File: config.mk
export PLATFORM = sky130hd
export DESIGN_NAME = instruction_fetch_unit_flat
export DESIGN_NICKNAME = d
export VERILOG_FILES = /design/src/rtl/instruction_fetch_unit_if.sv /design/src/rtl/instruction_fetch_unit.sv /design/src/flat_wrapper.sv
export SDC_FILE = /design/constraint.sdc
export NUM_CORES = 1
export LEC_CHECK = 0
export CAP_MARGIN = 5
export CORE_MARGIN = 4
export CORE_UTILIZATION = 44
export DETAILED_ROUTE_END_ITERATION = 10
export PLACE_DENSITY_LB_ADDON = 0.15
export SLEW_MARGIN = 5
export SYNTH_ARGS = -nofsm -noshare
export SYNTH_HDL_FRONTEND = slang
export SYNTH_SLANG_ARGS = --single-unit
File: constraint.sdc
create_clock -name clk -period 2.1 [get_ports clk]
set_clock_uncertainty 0.1 [all_clocks]
set_input_delay 0.63 -clock clk [delete_from_list [all_inputs] [get_ports clk]]
set_output_delay 0.63 -clock clk [all_outputs]
set_load 0.02 [all_outputs]
File: src/rtl/instruction_fetch_unit_if.sv
// Fetch-side bus: instruction memory request/response plus the IF/ID
// valid/ready handshake toward the decoder.
interface instruction_fetch_unit_if #(
  parameter int ADDR_W = 8
);
  logic [ADDR_W-1:0] imem_addr;
  logic [31:0]       imem_instr;
  logic              out_valid;
  logic              out_ready;
  logic [31:0]       out_instr;
  logic [ADDR_W-1:0] out_pc;
  logic [ADDR_W-1:0] out_pc_plus4;

  modport master (
    output imem_addr,
    input  imem_instr,
    output out_valid,
    input  out_ready,
    output out_instr,
    output out_pc,
    output out_pc_plus4
  );

  modport slave (
    input  imem_addr,
    output imem_instr,
    input  out_valid,
    output out_ready,
    input  out_instr,
    input  out_pc,
    input  out_pc_plus4
  );
endinterface

File: src/rtl/instruction_fetch_unit.sv
// Fetch stage: owns the PC, captures imem words into the IF/ID register,
// predecodes J-type jumps and honours execute-stage redirects and halts.
module instruction_fetch_unit #(
  parameter int             ADDR_W   = 8,
  parameter logic [ADDR_W-1:0] RESET_PC = 8'h00,
  parameter int             CNT_W    = 16
) (
  input  logic                          clk,
  input  logic                          rst_n,
  instruction_fetch_unit_if.master      bus,
  input  logic                          redirect_valid,
  input  logic [ADDR_W-1:0]             redirect_pc,
  input  logic                          halt_req,
  output logic                          halted,
  output logic                          misalign_err,
  output logic [CNT_W-1:0]              fetch_count
);

  typedef enum logic [1:0] {
    ST_IDLE   = 2'd0,
    ST_FETCH  = 2'd1,
    ST_HALTED = 2'd2
  } state_t;

  state_t            state_r;
  logic [ADDR_W-1:0] pc_r;
  logic              out_valid_r;
  logic [31:0]       out_instr_r;
  logic [ADDR_W-1:0] out_pc_r;
  logic [ADDR_W-1:0] out_pc_plus4_r;
  logic              halted_r;
  logic              misalign_err_r;
  logic [CNT_W-1:0]  fetch_count_r;

  logic              accept_s;
  logic              load_s;
  logic              is_jump_s;
  logic              cnt_full_s;
  logic [ADDR_W-1:0] pc_plus4_s;
  logic [ADDR_W-1:0] jump_target_s;

  assign accept_s      = out_valid_r & bus.out_ready;
  assign load_s        = (state_r == ST_FETCH) & (~out_valid_r | bus.out_ready);
  assign is_jump_s     = (bus.imem_instr[31:26] == 6'b000010);
  assign cnt_full_s    = (fetch_count_r == {CNT_W{1'b1}});
  assign pc_plus4_s    = pc_r + ADDR_W'(4);
  assign jump_target_s = {bus.imem_instr[ADDR_W-3:0], 2'b00};

  // FSM, PC, IF/ID register and status flags; redirect outranks every other update
  always_ff @(posedge clk) begin
    if (!rst_n) begin
      state_r        <= ST_IDLE;
      pc_r           <= RESET_PC;
      out_valid_r    <= 1'b0;
      out_instr_r    <= 32'h0000_0000;
      out_pc_r       <= {ADDR_W{1'b0}};
      out_pc_plus4_r <= {ADDR_W{1'b0}};
      halted_r       <= 1'b0;
      misalign_err_r <= 1'b0;
      fetch_count_r  <= {CNT_W{1'b0}};
    end else begin
      if (accept_s && !cnt_full_s) begin
        fetch_count_r <= fetch_count_r + CNT_W'(1);
      end
      if (redirect_valid) begin
        // Killing IF/ID even when accepted keeps wrong-path words out of decode
        pc_r        <= {redirect_pc[ADDR_W-1:2], 2'b00};
        out_valid_r <= 1'b0;
        state_r     <= ST_FETCH;
        halted_r    <= 1'b0;
        if (redirect_pc[1:0] != 2'b00) begin
          misalign_err_r <= 1'b1;
        end
      end else begin
        case (state_r)
          ST_IDLE: begin
            state_r  <= ST_FETCH;
            halted_r <= 1'b0;
          end
          ST_FETCH: begin
            if (halt_req) begin
              state_r  <= ST_HALTED;
              halted_r <= 1'b1;
              if (accept_s) begin
                out_valid_r <= 1'b0;
              end
            end else if (load_s) begin
              out_instr_r    <= bus.imem_instr;
              out_pc_r       <= pc_r;
              out_pc_plus4_r <= pc_plus4_s;
              out_valid_r    <= 1'b1;
              pc_r           <= is_jump_s ? jump_target_s : pc_plus4_s;
            end
          end
          ST_HALTED: begin
            if (accept_s) begin
              out_valid_r <= 1'b0;
            end
          end
          default: begin
            state_r     <= ST_IDLE;
            halted_r    <= 1'b0;
            out_valid_r <= 1'b0;
          end
        endcase
      end
    end
  end

  assign bus.imem_addr    = pc_r;
  assign bus.out_valid    = out_valid_r;
  assign bus.out_instr    = out_instr_r;
  assign bus.out_pc       = out_pc_r;
  assign bus.out_pc_plus4 = out_pc_plus4_r;
  assign halted           = halted_r;
  assign misalign_err     = misalign_err_r;
  assign fetch_count      = fetch_count_r;

endmodule

File: src/flat_wrapper.sv
// flat-port wrapper written by rule: the top's interface ports become plain ports
module instruction_fetch_unit_flat 
#(
  parameter int             ADDR_W   = 8,
  parameter logic [ADDR_W-1:0] RESET_PC = 8'h00,
  parameter int             CNT_W    = 16
)
  (clk, rst_n, redirect_valid, redirect_pc, halt_req, halted, misalign_err, fetch_count, bus_imem_addr, bus_imem_instr, bus_out_valid, bus_out_ready, bus_out_instr, bus_out_pc, bus_out_pc_plus4);
  instruction_fetch_unit_if #(.ADDR_W(ADDR_W)) bus_i ();
  input  logic clk;
  input  logic rst_n;
  input  logic redirect_valid;
  input  logic [ADDR_W-1:0] redirect_pc;
  input  logic halt_req;
  output logic halted;
  output logic misalign_err;
  output logic [CNT_W-1:0] fetch_count;
  output wire logic [$bits(bus_i.imem_addr)-1:0] bus_imem_addr;
  input wire logic [$bits(bus_i.imem_instr)-1:0] bus_imem_instr;
  output wire logic [$bits(bus_i.out_valid)-1:0] bus_out_valid;
  input wire logic [$bits(bus_i.out_ready)-1:0] bus_out_ready;
  output wire logic [$bits(bus_i.out_instr)-1:0] bus_out_instr;
  output wire logic [$bits(bus_i.out_pc)-1:0] bus_out_pc;
  output wire logic [$bits(bus_i.out_pc_plus4)-1:0] bus_out_pc_plus4;
  assign bus_imem_addr = bus_i.imem_addr;
  assign bus_i.imem_instr = bus_imem_instr;
  assign bus_out_valid = bus_i.out_valid;
  assign bus_i.out_ready = bus_out_ready;
  assign bus_out_instr = bus_i.out_instr;
  assign bus_out_pc = bus_i.out_pc;
  assign bus_out_pc_plus4 = bus_i.out_pc_plus4;
  instruction_fetch_unit #(.ADDR_W(ADDR_W), .RESET_PC(RESET_PC), .CNT_W(CNT_W)) u_core (.clk(clk), .rst_n(rst_n), .bus(bus_i), .redirect_valid(redirect_valid), .redirect_pc(redirect_pc), .halt_req(halt_req), .halted(halted), .misalign_err(misalign_err), .fetch_count(fetch_count));
endmodule
==> results.sh, run 1 <==
export IMPL_netlist_area_um2=3200
export IMPL_powerDensity_nw_per_um2=615
export IMPL_grt_remaining_overflow=0
export IMPL_core_um2=6910
export IMPL_setup_violations=0
export IMPL_crit_type="register to output port"
export IMPL_holdWs_ns=0.351
export IMPL_worst_setup_path_end_kind="output port"
export IMPL_port_buffers=119
export IMPL_finalHoldViolations=0
export IMPL_wirelength_mm=9.18
export IMPL_status="complete, no violations"
export IMPL_antenna_found_initial=0
export IMPL_ys_warnings_count=0
export IMPL_relSlewSlack=0.796
export IMPL_grt_pass1_wl_mm=14.3
export IMPL_wl_per_cell_um=14.5
export IMPL_drc=0
export IMPL_cts_buffers=9
export IMPL_synth_simple_area_share=0.247
export IMPL_synth_cell_types=49
export IMPL_vias=3273
export IMPL_synth_top_family_by_area="simple AND/OR/NAND/NOR gates"
export IMPL_worstMarginPinSlew_ns=0.304
export IMPL_slowest_delay_ns=0.63
export IMPL_crit_required_ns=1.37
export IMPL_ir_worst_vdd_uv=527
export IMPL_layout_cells_non_filler=634
export IMPL_p_seq_frac=0.485
export IMPL_initialDrtViolationCount=195
export IMPL_synth_xor_xnor_area_share=0.00822
export IMPL_synth_area_mux_share=0.0164
export IMPL_power_switching_uw=808
export IMPL_cts_sinks=74
export IMPL_fmax_mhz=481
export IMPL_drv_slew=0
export IMPL_p_leak_nw=1.99
export IMPL_htree_levels=3
export IMPL_ant_nets=0
export IMPL_crit_slowest_cell="clkdlybuf4s50_1"
export IMPL_crit_fanout=2
export IMPL_track_usage=0.203
export IMPL_root_buffer="clkbuf_8"
export IMPL_vias_per_cell=5.16
export IMPL_yosysSeqAreaShare=0.463
export IMPL_hpwl_mm=6.71
export IMPL_synth_compound_area_frac=0.181
export IMPL_syn_to_final_growth_pct=54.4
export IMPL_comb_power_share=0.145
export IMPL_synth_fa_ha_area_frac=0.0266
export IMPL_syn_instance_count=391
export IMPL_crit_buf_inv=1
export IMPL_grt_max_degree=49
export IMPL_crit_path_cell_trace="clkdlybuf4s50_1"
export IMPL_postCtsHoldBufs=0
export IMPL_async_flop_share=0
export IMPL_die_h_um=93.2
export IMPL_max_cap_violations=0
export IMPL_swShare=0.266
export IMPL_syn_area_per_cell_um2=8.18
export IMPL_die_area_um2=8690
export IMPL_synth_edf_count=0
export IMPL_tritoncts="yes"
export IMPL_period_needed_ns=2.08
export IMPL_drt_pass1_iter_count=4
export IMPL_start_util=0.463
export IMPL_place_inst=616
export IMPL_critical_path_top_delay_family="buffers and inverters"
export IMPL_diodes=0
export IMPL_grt_pass1_vias=3051
export IMPL_num_io_pins=120
export IMPL_hold_path_class="register to register"
export IMPL_fin_ws_ns=0.0210
export IMPL_pre_cts_ws_ns=-0.351
export IMPL_cp_arrival_ns=1.35
export IMPL_rows=30
export IMPL_internal_power_mw=2.23
export IMPL_final_nets=584
export IMPL_syn_num_nets=442
export IMPL_synth_flop_cell="dfxtp_1"
export IMPL_fin_crit_sh=0.990
export IMPL_power_mw=3.03
export IMPL_clockPowerShare=0.370
export IMPL_ys_seq_elements=74
export IMPL_drive_above_1_share=0.123
export IMPL_cts_reportedPaths_clkPinSlew_ns=0.08
export IMPL_clk_insertion_delay_late_ns=0.35
export IMPL_clock_path_buffers=2
export IMPL_gp_congestion=0.864
export IMPL_dieWidth_um=93.2
export IMPL_start_kind="register"
==> cells by family (layout without fill, tap and decap cells) <==
group / Yosys count / in the layout
adder cells (fa/ha/maj): 7 / 7
XOR/XNOR: 3 / 3
AND/OR/NAND/NOR: 165 / 165
AO/OA/AOI/OAI: 98 / 98
flip-flops: 74 / 74
buffers and inverters: 39 / 186
multiplexers: 5 / 5
==> per-layer routing <==
layer / track usage / routed length (µm) / up-vias / share of wire
li1: - / - / 1655 / -
met4: 0.0806 / 170 / 0 / 0.019
met3: 0.0579 / 621 / 17 / 0.068
met5: 0 / 0 / - / 0
met2: 0.320 / 4170 / 97 / 0.45
met1: 0.261 / 4220 / 1504 / 0.46
==> power by group through the flow <==
stage          combinational [mW]  clock [mW]  sequential, mW
3_5_place_dp                0.432           0            1.50
4_1_cts                     0.431        1.15            1.47
3_3_place_gp                0.426           0            1.50
2_1_floorplan               0.141           0            1.55
6_report                    0.439        1.12            1.47
5_1_grt                     0.473        1.21            1.48
==> state kept, by name, indices dropped and copies added (netlist names) <==
register	flops
u_core.bus.out_instr	32
u_core.fetch_count	16
u_core.bus.imem_addr	8
u_core.bus.out_pc_plus4	8
u_core.bus.out_pc	6
u_core.bus.out_valid	1
u_core.halted	1
u_core.misalign_err	1
u_core.state_r	1
==> final cells by class <==
type	count	area, µm²
clock buffer	9	124
clock inverter	7	76.3
fill	580	1970
inverter	11	41.3
multi-input combinational	278	1560
sequential	74	1480
tap	96	120
timing repair buffer	159	1540
==> metrics by stage <==
stage | cell area [µm²] | TNS, ns | utilization
6_report | 4930 | 0 | 0.714
4_1_cts | 4850 | 0 | 0.702
3_3_place_gp | 4670 | -14.67 | 0.676
2_1_floorplan | 3200 | 0 | -
5_1_grt | 4930 | -0.000453 | 0.714
3_5_place_dp | 4670 | -16.38 | 0.676
==> synth_stat cells (6+ instances only) <==
| cell | count | area share |
|---|---|---|
| a211oi_1 | 6 | 0.014 |
| or3_1 | 9 | 0.018 |
| nor3_1 | 6 | 0.0094 |
| inv_1 | 10 | 0.012 |
| ha_1 | 6 | 0.023 |
| clkbuf_1 | 11 | 0.013 |
| nor2_1 | 12 | 0.014 |
| buf_2 | 12 | 0.019 |
| nand3_1 | 9 | 0.014 |
| a21oi_1 | 54 | 0.085 |
| o21ai_0 | 12 | 0.019 |
| dfxtp_1 | 74 | 0.46 |
| nand2_1 | 98 | 0.12 |
==> path summary, 6_finish.rpt <==
| check | start | endpoint | slack, ns | depth (start not counted) |
|---|---|---|---|---|
| hold reg to reg | u_core.misalign_err$_SDFFE_PN0P_ | u_core.misalign_err$_SDFFE_PN0P_ | 0.35 | 2 |
| setup / recovery | u_core.bus.out_instr[16]$_SDFFE_PN0P_ | bus_out_instr[16] | 0.02 | 1 |
| hold / removal | u_core.misalign_err$_SDFFE_PN0P_ | u_core.misalign_err$_SDFFE_PN0P_ | 0.35 | 2 |
| setup reg to reg | u_core.fetch_count[0]$_SDFFE_PN0P_ | u_core.fetch_count[9]$_SDFFE_PN0P_ | 0.22 | 6 |
==> layout by cell type (no fill, tap or decap), types with 4 or more instances in the layout <==
cell type,instances
clkdlybuf4s50_1,94
dlygate4sd2_1,16
nor2_1,12
dlymetal6s2s_1,9
a21oi_1,54
or3_1,9
o31ai_1,4
nand2_1,98
nor3_1,6
nand4_1,5
and4_1,4
nand2b_1,4
nand3_1,9
inv_1,10
dfxtp_1,74
buf_4,36
a31oi_1,4
ha_1,6
clkbuf_8,9
a211oi_1,6
o21ai_0,12
==> repair_timing <==
| action | CTS | global route |
|---|---|---|
| gates cloned | 0 | 1 |
| gates resized for setup | 16 | 16 |
| setup endpoints to repair | 16 | 20 |
| pin swaps | 0 | 1 |
| buffers inserted | 0 | 1 |
Note: power is estimated with default switching activity, not from simulation.
==> run 2, diff against run 1 <==
Settings changed: CAP_MARGIN 5 to 15, CORE_MARGIN 4 to not set, CTS_BUF_LIST set to sky130_fd_sc_hd__clkbuf_16.
==> results.sh, run 2 (synthesis results as in run 1) <==
export IMPL_crit_buf_inv=1
export IMPL_drv_slew=0
export IMPL_r2r_slack_ns=0.20
export IMPL_final_nets=586
export IMPL_cp_arrival_ns=1.33
export IMPL_critical_path_top_delay_family="buffers and inverters"
export IMPL_crit_type="register to output port"
export IMPL_hold_start="u_core.bus.out_instr[9]$_SDFFE_PN0P_"
export IMPL_port_buffers=119
export IMPL_crit_required_ns=1.37
export IMPL_relSlewSlack=0.765
export IMPL_timing_setup_tns_ns=0
export IMPL_crit_path_cell_trace="clkdlybuf4s50_1"
export IMPL_hold_path_class="register to register"
export IMPL_num_io_pins=120
export IMPL_drt_pass1_iter_count=4
export IMPL_start_kind="register"
export IMPL_root_buffer="clkbuf_16"
export IMPL_antenna_found_initial=0
export IMPL_pre_cts_ws_ns=-0.316
export IMPL_ctsResizeCount=15
export IMPL_layout_commonest_cell="clkdlybuf4s50_1"
export IMPL_hold_path_depth=2
export IMPL_start_util=0.463
export IMPL_fin_util=0.738
export IMPL_layout_common_cells="clkdlybuf4s50_1 (99), nand2_1 (97), dfxtp_1 (74)"
export IMPL_gp_congestion=0.892
export IMPL_crit_slowest_cell="clkdlybuf4s50_1"
export IMPL_r2r_start="u_core.fetch_count[0]$_SDFFE_PN0P_"
export IMPL_post_route_cell_area_um2=5100
export IMPL_hpwl_mm=6.59
export IMPL_tritoncts="yes"
export IMPL_fin_ws_ns=0.0435
export IMPL_status="complete, no violations"
export IMPL_fillers=568
export IMPL_whs_endpoint="u_core.bus.out_instr[9]$_SDFFE_PN0P_"
export IMPL_multi_input_area_um2=1540
export IMPL_layout_cells_non_filler=636
export IMPL_die_area_um2=7610
export IMPL_cts_buffers=9
export IMPL_dieWidth_um=87.2
export IMPL_postCtsSetupBuffers=0
export IMPL_powerDensity_nw_per_um2=716
export IMPL_worst_setup_path_end_kind="output port"
export IMPL_finalHoldViolations=0
export IMPL_max_cap_violations=0
export IMPL_clock_path_buffers=2
export IMPL_rsz0062_at_grt="false"
export IMPL_postCtsHoldBufs=0
export IMPL_dpl_cell_area_um2=4760
export IMPL_worst_r2r_path_depth=6
export IMPL_vias_per_cell=5.22
export IMPL_rows=30
export IMPL_cts_sinks=74
export IMPL_ir_worst_vdd_uv=410
export IMPL_diodes=0
export IMPL_fmax_mhz=486
export IMPL_die_h_um=87.2
export IMPL_crit_fanout=4
export IMPL_p_leak_nw=2.00
export IMPL_worstMarginPinSlew_ns=0.350
export IMPL_initialDrtViolationCount=138
export IMPL_place_inst=620
export IMPL_setup_violations=0
export IMPL_vias=3321
export IMPL_period_needed_ns=2.06
export IMPL_fin_crit_sh=0.979
export IMPL_drive_above_1_share=0.120
export IMPL_rr_endpoint="u_core.fetch_count[9]$_SDFFE_PN0P_"
export IMPL_grt_max_degree=45
export IMPL_slowest_delay_ns=0.62
export IMPL_grt_pass1_vias=3085
export IMPL_largest_reg_flops=32
export IMPL_seqCellArea_um2=1480
export IMPL_drc=0
export IMPL_wl_per_cell_um=14.2
export IMPL_clk_insertion_delay_late_ns=0.33
export IMPL_htree_levels=3
export IMPL_cts_reportedPaths_clkPinSlew_ns=0.06
export IMPL_grt_pass1_wl_mm=14.8
export IMPL_grt_remaining_overflow=0
export IMPL_syn_to_final_growth_pct=59.4
export IMPL_track_usage=0.251
export IMPL_ant_nets=0
export IMPL_core_um2=6910
export IMPL_wirelength_mm=9.06
## run 2: cell count changes in the layout (fill, tap and decap cells not counted), moves of 2 or more
cell             previous run  this run
nor4_2                      3         1
inv_1                      10        12
clkdlybuf4s50_1            94        99
bufinv_16                   1         3
dlymetal6s2s_1              9         5
clkinvlp_4                  2         0
clkbuf_16                   1         9
clkbuf_8                    9         0
nor4_1                      1         3
buf_12                      1         6
inv_6                       2         0
## run 2: power by group
group / switching, mW / internal [mW]
Clock: 0.576 / 1.15
Sequential: 0.0297 / 1.45
Combinational: 0.214 / 0.235
Total: 0.819 / 2.83
## run 2: how the worst max path moves through the flow
stage | start | end | slack, ns | cells after the start
5_1_grt | bus_imem_instr[26] | u_core.bus.imem_addr[2]$_SDFFE_PN0P_ | 0.01 | 6
2_1_floorplan | u_core.halted$_SDFFE_PP0P_ | u_core.bus.out_pc_plus4[0]$_SDFFE_PN0P_ | 0.22 | 9
6_report | u_core.halted$_SDFFE_PP0P_ | halted | 0.04 | 1
3_5_place_dp | bus_out_ready | u_core.fetch_count[9]$_SDFFE_PN0P_ | -0.32 | 5
4_1_cts | u_core.fetch_count[1]$_SDFFE_PN0P_ | fetch_count[1] | 0.008 | 1
3_3_place_gp | bus_imem_instr[26] | u_core.bus.imem_addr[5]$_SDFFE_PN0P_ | -0.35 | 6
## run 2: area by class of cell
cell class	instances	share of cell area
clock buffers	9	0.0442
clock inverters	7	0.0216
inverters	11	0.00810
multi-input cells	278	0.303
flip-flops and latches	74	0.291
well taps	96	0.0236
repair buffers	161	0.309
## run 2: per-stage QoR
stage / power (mW) / hold WS (ns)
finish: 3.65 / 0.352
global route: 3.77 / 0.373
CTS: 3.66 / 0.355
detailed placement: 1.95 / 0.347
global placement: 1.94 / 0.333
floorplan: 1.69 / 0.341
## run 2: routing by layer
layer	vias to the layer above	global-route usage	share of wire	routed length, µm
li1	1655	-	-	-
met1	1534	0.341	0.47	4290
met2	116	0.397	0.45	4060
met3	16	0.0578	0.062	563
met4	0	0.0775	0.016	144
met5	-	0	0	0
==> run 3, diff against run 2 <==
Clock period 2.1 ns to 1.95 ns, I/O delays scaled along.
==> results.sh, run 3 (synthesis results as in run 1) <==
export IMPL_status="complete, no violations"
export IMPL_gp_congestion=0.900
export IMPL_vias_per_cell=5.17
export IMPL_fin_ws_ns=0.0566
export IMPL_fmax_mhz=528
export IMPL_largest_reg_flops=32
export IMPL_wl_per_cell_um=14.4
export IMPL_dieWidth_um=87.2
export IMPL_worst_setup_path_end_kind="register"
export IMPL_max_cap_violations=0
export IMPL_period_needed_ns=1.89
export IMPL_hold_path_class="register to register"
export IMPL_clk_insertion_delay_late_ns=0.33
export IMPL_drc=0
export IMPL_swShare=0.236
export IMPL_die_h_um=87.2
export IMPL_startpoint="bus_imem_instr[29]"
export IMPL_fin_crit_sh=0.971
export IMPL_hpwl_mm=6.62
export IMPL_finalHoldViolations=0
export IMPL_seqCellArea_um2=1480
export IMPL_drv_slew=0
export IMPL_relSlewSlack=0.697
export IMPL_grt_pass1_wl_mm=14.5
export IMPL_holdWs_ns=0.343
export IMPL_pre_cts_ws_ns=-0.429
export IMPL_crit_required_ns=2.09
export IMPL_vias=3322
export IMPL_cp_arrival_ns=2.03
export IMPL_layout_cells_non_filler=643
export IMPL_cts_reportedPaths_clkPinSlew_ns=0.05
export IMPL_track_usage=0.247
export IMPL_tritoncts="yes"
export IMPL_rsz0062_at_grt="false"
export IMPL_port_buffers=119
export IMPL_num_io_pins=120
export IMPL_drt_pass1_iter_count=4
export IMPL_wirelength_mm=9.25
export IMPL_diodes=0
export IMPL_worst_r2r_path_depth=6
export IMPL_cts_buffers=9
export IMPL_power_switching_uw=895
export IMPL_grt_remaining_overflow=0
export IMPL_final_nets=593
export IMPL_clock_path_buffers=2
export IMPL_rr_endpoint="u_core.fetch_count[9]$_SDFFE_PN0P_"
export IMPL_p_leak_nw=2.40
export IMPL_drive_above_1_share=0.146
export IMPL_multi_input_area_um2=1590
export IMPL_grt_pass1_vias=3037
export IMPL_fillers=580
export IMPL_internal_power_mw=2.90
export IMPL_start_util=0.463
export IMPL_layout_common_cells="nand2_1 (97), dfxtp_1 (74), dlygate4sd2_1 (64)"
export IMPL_fin_util=0.737
export IMPL_antenna_found_initial=0
export IMPL_r2r_slack_ns=0.09
export IMPL_p_seq_frac=0.417
export IMPL_power_mw=3.80
export IMPL_hold_start="u_core.misalign_err$_SDFFE_PN0P_"
export IMPL_root_buffer="clkbuf_16"
export IMPL_crit_type="primary input to register"
export IMPL_die_area_um2=7610
export IMPL_worstMarginPinSlew_ns=0.448
export IMPL_setup_violations=0
export IMPL_hold_path_depth=2
export IMPL_htree_levels=3
export IMPL_ant_nets=0
export IMPL_crit_fanout=5
export IMPL_rows=30
export IMPL_cts_sinks=74
export IMPL_whs_endpoint="u_core.misalign_err$_SDFFE_PN0P_"
export IMPL_initialDrtViolationCount=175
export IMPL_place_inst=623
export IMPL_start_kind="primary input"
export IMPL_grt_max_degree=44
export IMPL_r2r_start="u_core.fetch_count[0]$_SDFFE_PN0P_"
export IMPL_clockPowerShare=0.457
export IMPL_layout_commonest_cell="nand2_1"
export IMPL_ir_worst_vdd_uv=491
export IMPL_syn_to_final_growth_pct=59.3
export IMPL_comb_power_share=0.126
export IMPL_core_um2=6910
export IMPL_powerDensity_nw_per_um2=746
[run 3: cell types whose count changed in the layout (fill, tap and decap cells not counted), moves of 2 or more]
cell | previous run | this run
buf_6 | 0 | 2
dlymetal6s2s_1 | 5 | 13
a21oi_1 | 54 | 51
a21oi_2 | 0 | 3
dlygate4sd2_1 | 15 | 64
buf_12 | 6 | 3
buf_4 | 36 | 43
clkdlybuf4s50_1 | 99 | 42
[run 3: what timing repair did]
| item | CTS | global route |
|---|---|---|
| endpoints found under the setup margin | 112 | 58 |
| buffers inserted | 3 | 0 |
| gates resized for setup | 72 | 20 |
| hold endpoints to repair | 0 | 0 |
| hold buffers | 0 | 0 |
| cloned | 1 | 0 |
| pin swaps | 1 | 5 |
[run 3: worst max-delay path, cell delays in order]
cell             delay [ns]
clkdlybuf4s50_1        0.44
nor4b_2                0.30
buf_4                  0.18
and2_2                 0.21
o32ai_1                0.10
a211oi_1               0.22
[run 3: metrics by stage]
| step | TNS (ns) | instance area [µm²] |
|---|---|---|
| 3_3_place_gp | -20.99 | 4750 |
| 6_report | 0 | 5090 |
| 4_1_cts | 0 | 5030 |
| 3_5_place_dp | -22.96 | 4750 |
| 5_1_grt | 0 | 5090 |
| 2_1_floorplan | 0 | 3200 |
[run 3: cell type report]
class                      count  share of cell area
clock buffer                   9              0.0442
inverter                      11             0.00811
multi-input combinational    278               0.311
tap                           96              0.0236
clock inverter                 7              0.0167
timing repair buffer         168               0.305
sequential                    74               0.291
[run 3: how the worst max path moves through the flow]
| stage | to | slack [ns] | depth (start not counted) |
|---|---|---|---|
| 5_1_grt | u_core.bus.imem_addr[7]$_SDFFE_PN0P_ | 0.007 | 9 |
| 6_report | u_core.bus.imem_addr[4]$_SDFFE_PN0P_ | 0.06 | 6 |
| 2_1_floorplan | u_core.bus.out_pc_plus4[0]$_SDFFE_PN0P_ | 0.07 | 9 |
| 3_5_place_dp | u_core.bus.out_instr[14]$_SDFFE_PN0P_ | -0.43 | 8 |
| 3_3_place_gp | u_core.bus.imem_addr[5]$_SDFFE_PN0P_ | -0.44 | 6 |
| 4_1_cts | bus_out_instr[25] | 0.002 | 1 |
[run 3: routing by layer]
| layer | GRT usage | part of all wire | up-vias |
|---|---|---|---|
| li1 | - | - | 1666 |
| met1 | 0.341 | 0.45 | 1531 |
| met2 | 0.375 | 0.47 | 110 |
| met3 | 0.0616 | 0.067 | 15 |
| met4 | 0.0894 | 0.016 | 0 |
| met5 | 0 | 0 | - |
[run 3: power groups by stage]
stage	logic (mW)	registers, mW	clock network, mW
CTS	0.473	1.58	1.75
detailed placement	0.484	1.62	0
floorplan	0.151	1.67	0
global route	0.515	1.59	1.81
finish	0.480	1.58	1.73
global placement	0.476	1.61	0
